--- config.mk ---
export PLATFORM = sky130hd
export DESIGN_NAME = pipe_skid_reg
export DESIGN_NICKNAME = d
export VERILOG_FILES = /design/src/rtl/pipe_skid_reg.sv
export SDC_FILE = /design/constraint.sdc
export NUM_CORES = 1
export LEC_CHECK = 0
export CAP_MARGIN = 15
export CORE_MARGIN = 1
export CORE_UTILIZATION = 34
export DETAILED_ROUTE_END_ITERATION = 7
export GPL_ROUTABILITY_DRIVEN = 1
export GPL_TIMING_DRIVEN = 0
export SETUP_SLACK_MARGIN = 0.3
export SYNTH_ARGS = -nofsm -noshare
export SYNTH_HDL_FRONTEND = slang
export SYNTH_SLANG_ARGS = --single-unit
--- constraint.sdc ---
create_clock -name CLK -period 1.47 [get_ports CLK]
set_clock_uncertainty 0.15 [all_clocks]
set_input_delay 0.294 -clock CLK [delete_from_list [all_inputs] [get_ports CLK]]
set_output_delay 0.294 -clock CLK [all_outputs]
set_load 0.005 [all_outputs]
--- src/rtl/pipe_skid_reg.sv ---
// pipe_skid_reg
//   Two-entry elastic pipeline register (main entry + skid entry). Gives a
//   one-cycle latency, full throughput, and a registered in_ready_o so the
//   upstream ready path is cut at this stage.
//
//   Optional feature: define PIPE_PERF_CNT_EN to add the stall/bubble
//   performance counters and their ports.
//
// Ports
//   CLK           clock, rising edge
//   RESET         synchronous, active-high reset
//   flush_i       synchronous drop of all held entries
//   in_valid_i    upstream entry valid
//   in_ready_o    block can accept an entry (registered)
//   in_ctrl_i     upstream control bits
//   in_data_i     upstream payload
//   out_valid_o   downstream entry valid
//   out_ready_i   downstream accepts
//   out_ctrl_o    held control bits (all-zero while not valid)
//   out_data_o    held payload (DATA_FLUSH while not valid)
//   stall_cnt_o   cycles with out_valid_o=1 and out_ready_i=0 (PIPE_PERF_CNT_EN)
//   bubble_cnt_o  non-reset cycles with out_valid_o=0 (PIPE_PERF_CNT_EN)
module pipe_skid_reg #(
    parameter int unsigned        DATA_W     = 32,
    parameter int unsigned        CTRL_W     = 8,
    parameter logic [DATA_W-1:0]  DATA_FLUSH = DATA_W'(32'hFFFF_FFFF),
    parameter int unsigned        CNT_W      = 16
) (
    input  logic              CLK,
    input  logic              RESET,
    input  logic              flush_i,
    input  logic              in_valid_i,
    output logic              in_ready_o,
    input  logic [CTRL_W-1:0] in_ctrl_i,
    input  logic [DATA_W-1:0] in_data_i,
    output logic              out_valid_o,
    input  logic              out_ready_i,
    output logic [CTRL_W-1:0] out_ctrl_o,
    output logic [DATA_W-1:0] out_data_o
`ifdef PIPE_PERF_CNT_EN
    ,
    output logic [CNT_W-1:0]  stall_cnt_o,
    output logic [CNT_W-1:0]  bubble_cnt_o
`endif
);

    if (CNT_W < 1) begin : g_cnt_w_check
        $error("pipe_skid_reg: CNT_W must be at least 1");
    end

    typedef enum logic [1:0] {
        EMPTY = 2'd0,
        FULL  = 2'd1,
        SKID  = 2'd2
    } state_t;

    state_t              state_q, state_d;
    logic                in_ready_q, in_ready_d;
    logic [CTRL_W-1:0]   main_ctrl_q, main_ctrl_d;
    logic [DATA_W-1:0]   main_data_q, main_data_d;
    logic [CTRL_W-1:0]   skid_ctrl_q, skid_ctrl_d;
    logic [DATA_W-1:0]   skid_data_q, skid_data_d;
    logic                in_fire, out_fire;

    // The main entry is reloaded with the bubble pattern whenever the block
    // goes empty, so the data outputs come straight from registers.
    assign out_valid_o = (state_q != EMPTY);
    assign in_ready_o  = in_ready_q;
    assign out_ctrl_o  = main_ctrl_q;
    assign out_data_o  = main_data_q;

    assign in_fire  = in_valid_i & in_ready_q;
    assign out_fire = out_valid_o & out_ready_i;

    always_comb begin
        state_d     = state_q;
        main_ctrl_d = main_ctrl_q;
        main_data_d = main_data_q;
        skid_ctrl_d = skid_ctrl_q;
        skid_data_d = skid_data_q;

        if (flush_i) begin
            state_d     = EMPTY;
            main_ctrl_d = '0;
            main_data_d = DATA_FLUSH;
        end else begin
            unique case (state_q)
                EMPTY: begin
                    if (in_fire) begin
                        main_ctrl_d = in_ctrl_i;
                        main_data_d = in_data_i;
                        state_d     = FULL;
                    end
                end
                FULL: begin
                    if (in_fire && out_fire) begin
                        main_ctrl_d = in_ctrl_i;
                        main_data_d = in_data_i;
                    end else if (in_fire) begin
                        skid_ctrl_d = in_ctrl_i;
                        skid_data_d = in_data_i;
                        state_d     = SKID;
                    end else if (out_fire) begin
                        main_ctrl_d = '0;
                        main_data_d = DATA_FLUSH;
                        state_d     = EMPTY;
                    end
                end
                SKID: begin
                    if (out_fire) begin
                        main_ctrl_d = skid_ctrl_q;
                        main_data_d = skid_data_q;
                        state_d     = FULL;
                    end
                end
                default: begin
                    main_ctrl_d = '0;
                    main_data_d = DATA_FLUSH;
                    state_d     = EMPTY;
                end
            endcase
        end

        // Ready is a function of the next state so it can be registered.
        in_ready_d = (state_d != SKID);
    end

    always_ff @(posedge CLK) begin
        if (RESET) begin
            state_q     <= EMPTY;
            in_ready_q  <= 1'b1;
            main_ctrl_q <= '0;
            main_data_q <= DATA_FLUSH;
            skid_ctrl_q <= '0;
            skid_data_q <= DATA_FLUSH;
        end else begin
            state_q     <= state_d;
            in_ready_q  <= in_ready_d;
            main_ctrl_q <= main_ctrl_d;
            main_data_q <= main_data_d;
            skid_ctrl_q <= skid_ctrl_d;
            skid_data_q <= skid_data_d;
        end
    end

`ifdef PIPE_PERF_CNT_EN
    logic [CNT_W-1:0] stall_cnt_q, stall_cnt_d;
    logic [CNT_W-1:0] bubble_cnt_q, bubble_cnt_d;

    // Saturating counters; flush does not clear them, only RESET does.
    always_comb begin
        stall_cnt_d  = stall_cnt_q;
        bubble_cnt_d = bubble_cnt_q;
        if (out_valid_o && !out_ready_i && (stall_cnt_q != '1)) begin
            stall_cnt_d = stall_cnt_q + CNT_W'(1);
        end
        if (!out_valid_o && (bubble_cnt_q != '1)) begin
            bubble_cnt_d = bubble_cnt_q + CNT_W'(1);
        end
    end

    always_ff @(posedge CLK) begin
        if (RESET) begin
            stall_cnt_q  <= '0;
            bubble_cnt_q <= '0;
        end else begin
            stall_cnt_q  <= stall_cnt_d;
            bubble_cnt_q <= bubble_cnt_d;
        end
    end

    assign stall_cnt_o  = stall_cnt_q;
    assign bubble_cnt_o = bubble_cnt_q;
`endif

endmodule
==> summary.txt <==
DR WL met3: 673 um
Internal Power: 3709 uW
clock latency on the worst-skew pair: 0.35 ns
worst setup path category: reg2reg
sequential area share after synthesis: 44.46%
# nets final: 680
routed len/inst: 15.86 um
number of synthesized register bits: 83
Critical Path Source: state_q[0]
part of the power in the clock network: 32.8%
Post-synth EDFFs: 0
worst path cell trace: buf_6, buf_6, buf_6, nand4b_1, or3_4, buf_12, buf_8, nand2_2, a21oi_1
post-synth top area share: 44.46%
Worst R2R Setup Slack: -0.41 ns
Root Buffer: clkbuf_8
Sink Count: 83
f_max: 0.5331 GHz
reg2reg path depth: 9
FP Rows: 37
worst r2r dst: skid_ctrl_q[0]
Detail Route met2 WL: 5903 um
die height: 106.8 um
routed vias/inst: 5.080
average size of a mapped cell: 7.520 um2
worst setup path endpoint: skid_ctrl_q[0]
Sw Share: 27.10%
Fin. Hold Viols: 0
final setup fails: 83
crit path time final: 1.876 ns
part of the cycle the worst path needs: 127.6%
GRT overflow: 0
placed wire-length estimate: 7106 um
H-tree depth: 3
DR pass1 iterations: 4
Pleak: 0.002432 uW
Crit-path slowest cell: or3_4
ys async rst share: 0%
Synth Net Count: 542
Synth Warn #: 0
startpoint types: flop
max incr delay on CP: 0.39 ns
DR vias: 3,942
status: finished with violations
Area Overhead vs Synth: 67.29%
RSZ-0062 raised after global routing: true
Worst setup EP type: flop
initial DRC count: 151
Comb pwr share: 21.0%
first-pass GRT wire length: 18,410 um
Yosys top cell by area: dfxtp_1
die width: 106.8 um
Setup TNS Final: -27.57 ns
GPL Wtd Cong: 0.7632
worst-margin pin slew: 0.6292 ns
Worst Hold Class: in2reg
Synth top cells by count: 106 x nor2_1, 83 x dfxtp_1, 81 x nand2_1
register share of total power: 46.2%
Post-Syn Area: 3737 um2
final setup margin: -0.4057 ns
WP data required: 1.53 ns
WHS: 0.2194 ns
Placement Setup Slack: -0.7343 ns
clk slew on worst S/H paths: 0.08 ns
Worst slew margin: 58.05%
ANT nets after route: 0
# diodes: 0
maximum vdd drop: 0.4543 mV
Num CTS Buffers: 9
Tot GR Track Use: 20.60%
Port Buffers: 85
total of max-cap violations: 0
# DRC: 0
count leader, synth: nor2_1
largest net degree at the start of global routing: 14
Detailed Route WL: 12,310 um
number of global-route vias before repair: 3,766
Initial Utilization: 35.56%
Core Region: 10,510 um2
worst hold path stage count: 2
leading register cell type out of synthesis: dfxtp_1
failing checks: negative setup slack
Top Layer Used: met4
Critical R2R Launch: state_q[0]
IO Pins: 87
crit-path max FO: 8
total die area: 11,420 um2
leading post-synthesis cells by cell area: dfxtp_1 44%, nor2_1 11%, nand2_1 8.1%
WL met1: 5467 um
Longest Clk Path Bufs: 2
Cell variety after synth: 29
layout cells sized above 1: 42.34%
most frequent CP cell: buf_6
initial antenna violation count: 0
CTS tree: yes
Slew Limit Fails: 0
Synth Instances: 497
WP data arrival: 1.94 ns
power per cell area: 813.7 nW/um2
sw power: 1379 uW
power by group through the flow:
stage	clock (uW)	sequential (uW)	combinational, uW
floorplan	0	2390	353
global placement	0	2390	682
detailed placement	0	2390	686
CTS	1700	2340	814
global route	1810	2360	1140
finish	1670	2350	1070
cell usage in the layout (no fill, tap or decap), drive strengths merged:
master	n
o2bb2ai	8
and4b	1
clkinv	1
nand4b	1
o21ai	33
or2	2
a22o	1
inv	1
buf	105
nor3	33
clkbuf	36
clkdlybuf4s50	42
mux2i	8
a21oi	42
nor2	106
dlygate4sd2	1
a22oi	9
or3	1
nand3b	36
a211o	1
dfxtp	83
nand2b	1
clkinvlp	2
o21a	1
bufinv	1
o211ai	1
nand2	81
and3b	1
nand3	1
through the flow:
| step | power, uW | util (%) | std cells | instance area, um2 |
|---|---|---|---|---|
| 6_report | 5087 | 59.50 | 776 | 6252 |
| 3_3_place_gp | 3071 | 45.92 | 718 | 4826 |
| 2_1_floorplan | 2746 | - | 497 | 3805 |
| 4_1_cts | 4856 | 51.80 | 756 | 5444 |
| 3_5_place_dp | 3078 | 45.92 | 718 | 4826 |
| 5_1_grt | 5304 | 59.50 | 776 | 6252 |
state kept, by name, indices dropped and copies added, names as in the netlist:
register,count
skid_ctrl_q,8
out_ctrl_o,8
out_data_o,32
skid_data_q,32
state_q,2
in_ready_o,1
how the worst min path moves through the flow:
stage	from	end	slack, ns
detailed placement	skid_ctrl_q[6]	skid_ctrl_q[6]	0.30
finish	out_ready_i	in_ready_o	0.22
global route	out_ready_i	in_ready_o	0.22
floorplan	in_data_i[0]	skid_data_q[0]	0.27
global placement	skid_ctrl_q[7]	skid_ctrl_q[7]	0.29
CTS	out_ready_i	in_ready_o	0.15
repair_timing:
action / CTS / global route
resized for setup: 297 / 129
hold buffers: 0 / 0
cloned: 3 / 8
pin swaps: 4 / 116
setup buffers: 19 / 12
endpoints found under the setup margin: 125 / 125
layer usage:
metal	track usage, %	vias up
li1	-	1944
met5	0	-
met1	26.61	1855
met4	8.904	0
met2	33.87	123
met3	3.343	20
critical path: cells and delay by family (launching register included):
family	cells	cell delay [ns]
compound gates	1	0.06
buf+inv	5	0.59
flops	1	0.33
simple gates	3	0.61
cells by family after synthesis:
group                  synth area share [%]
and+or+nand+nor                       32.44
AOI/OAI and AO/OA                     14.73
DFF                                   44.46
buffers and inverters                 6.227
muxes                                 2.143
cell type report:
| cell class | instances | area (um2) |
|---|---|---|
| multi-input cells | 368 | 2434 |
| clock inverters | 4 | 50.05 |
| inverters | 1 | 3.754 |
| repair buffers | 127 | 1236 |
| fillers | 933 | 4257 |
| clock buffers | 12 | 145.1 |
| well taps | 136 | 170.2 |
| flip-flops and latches | 83 | 1718 |
| plain buffers | 45 | 495.5 |
Note: power is estimated with default switching activity, not from simulation.
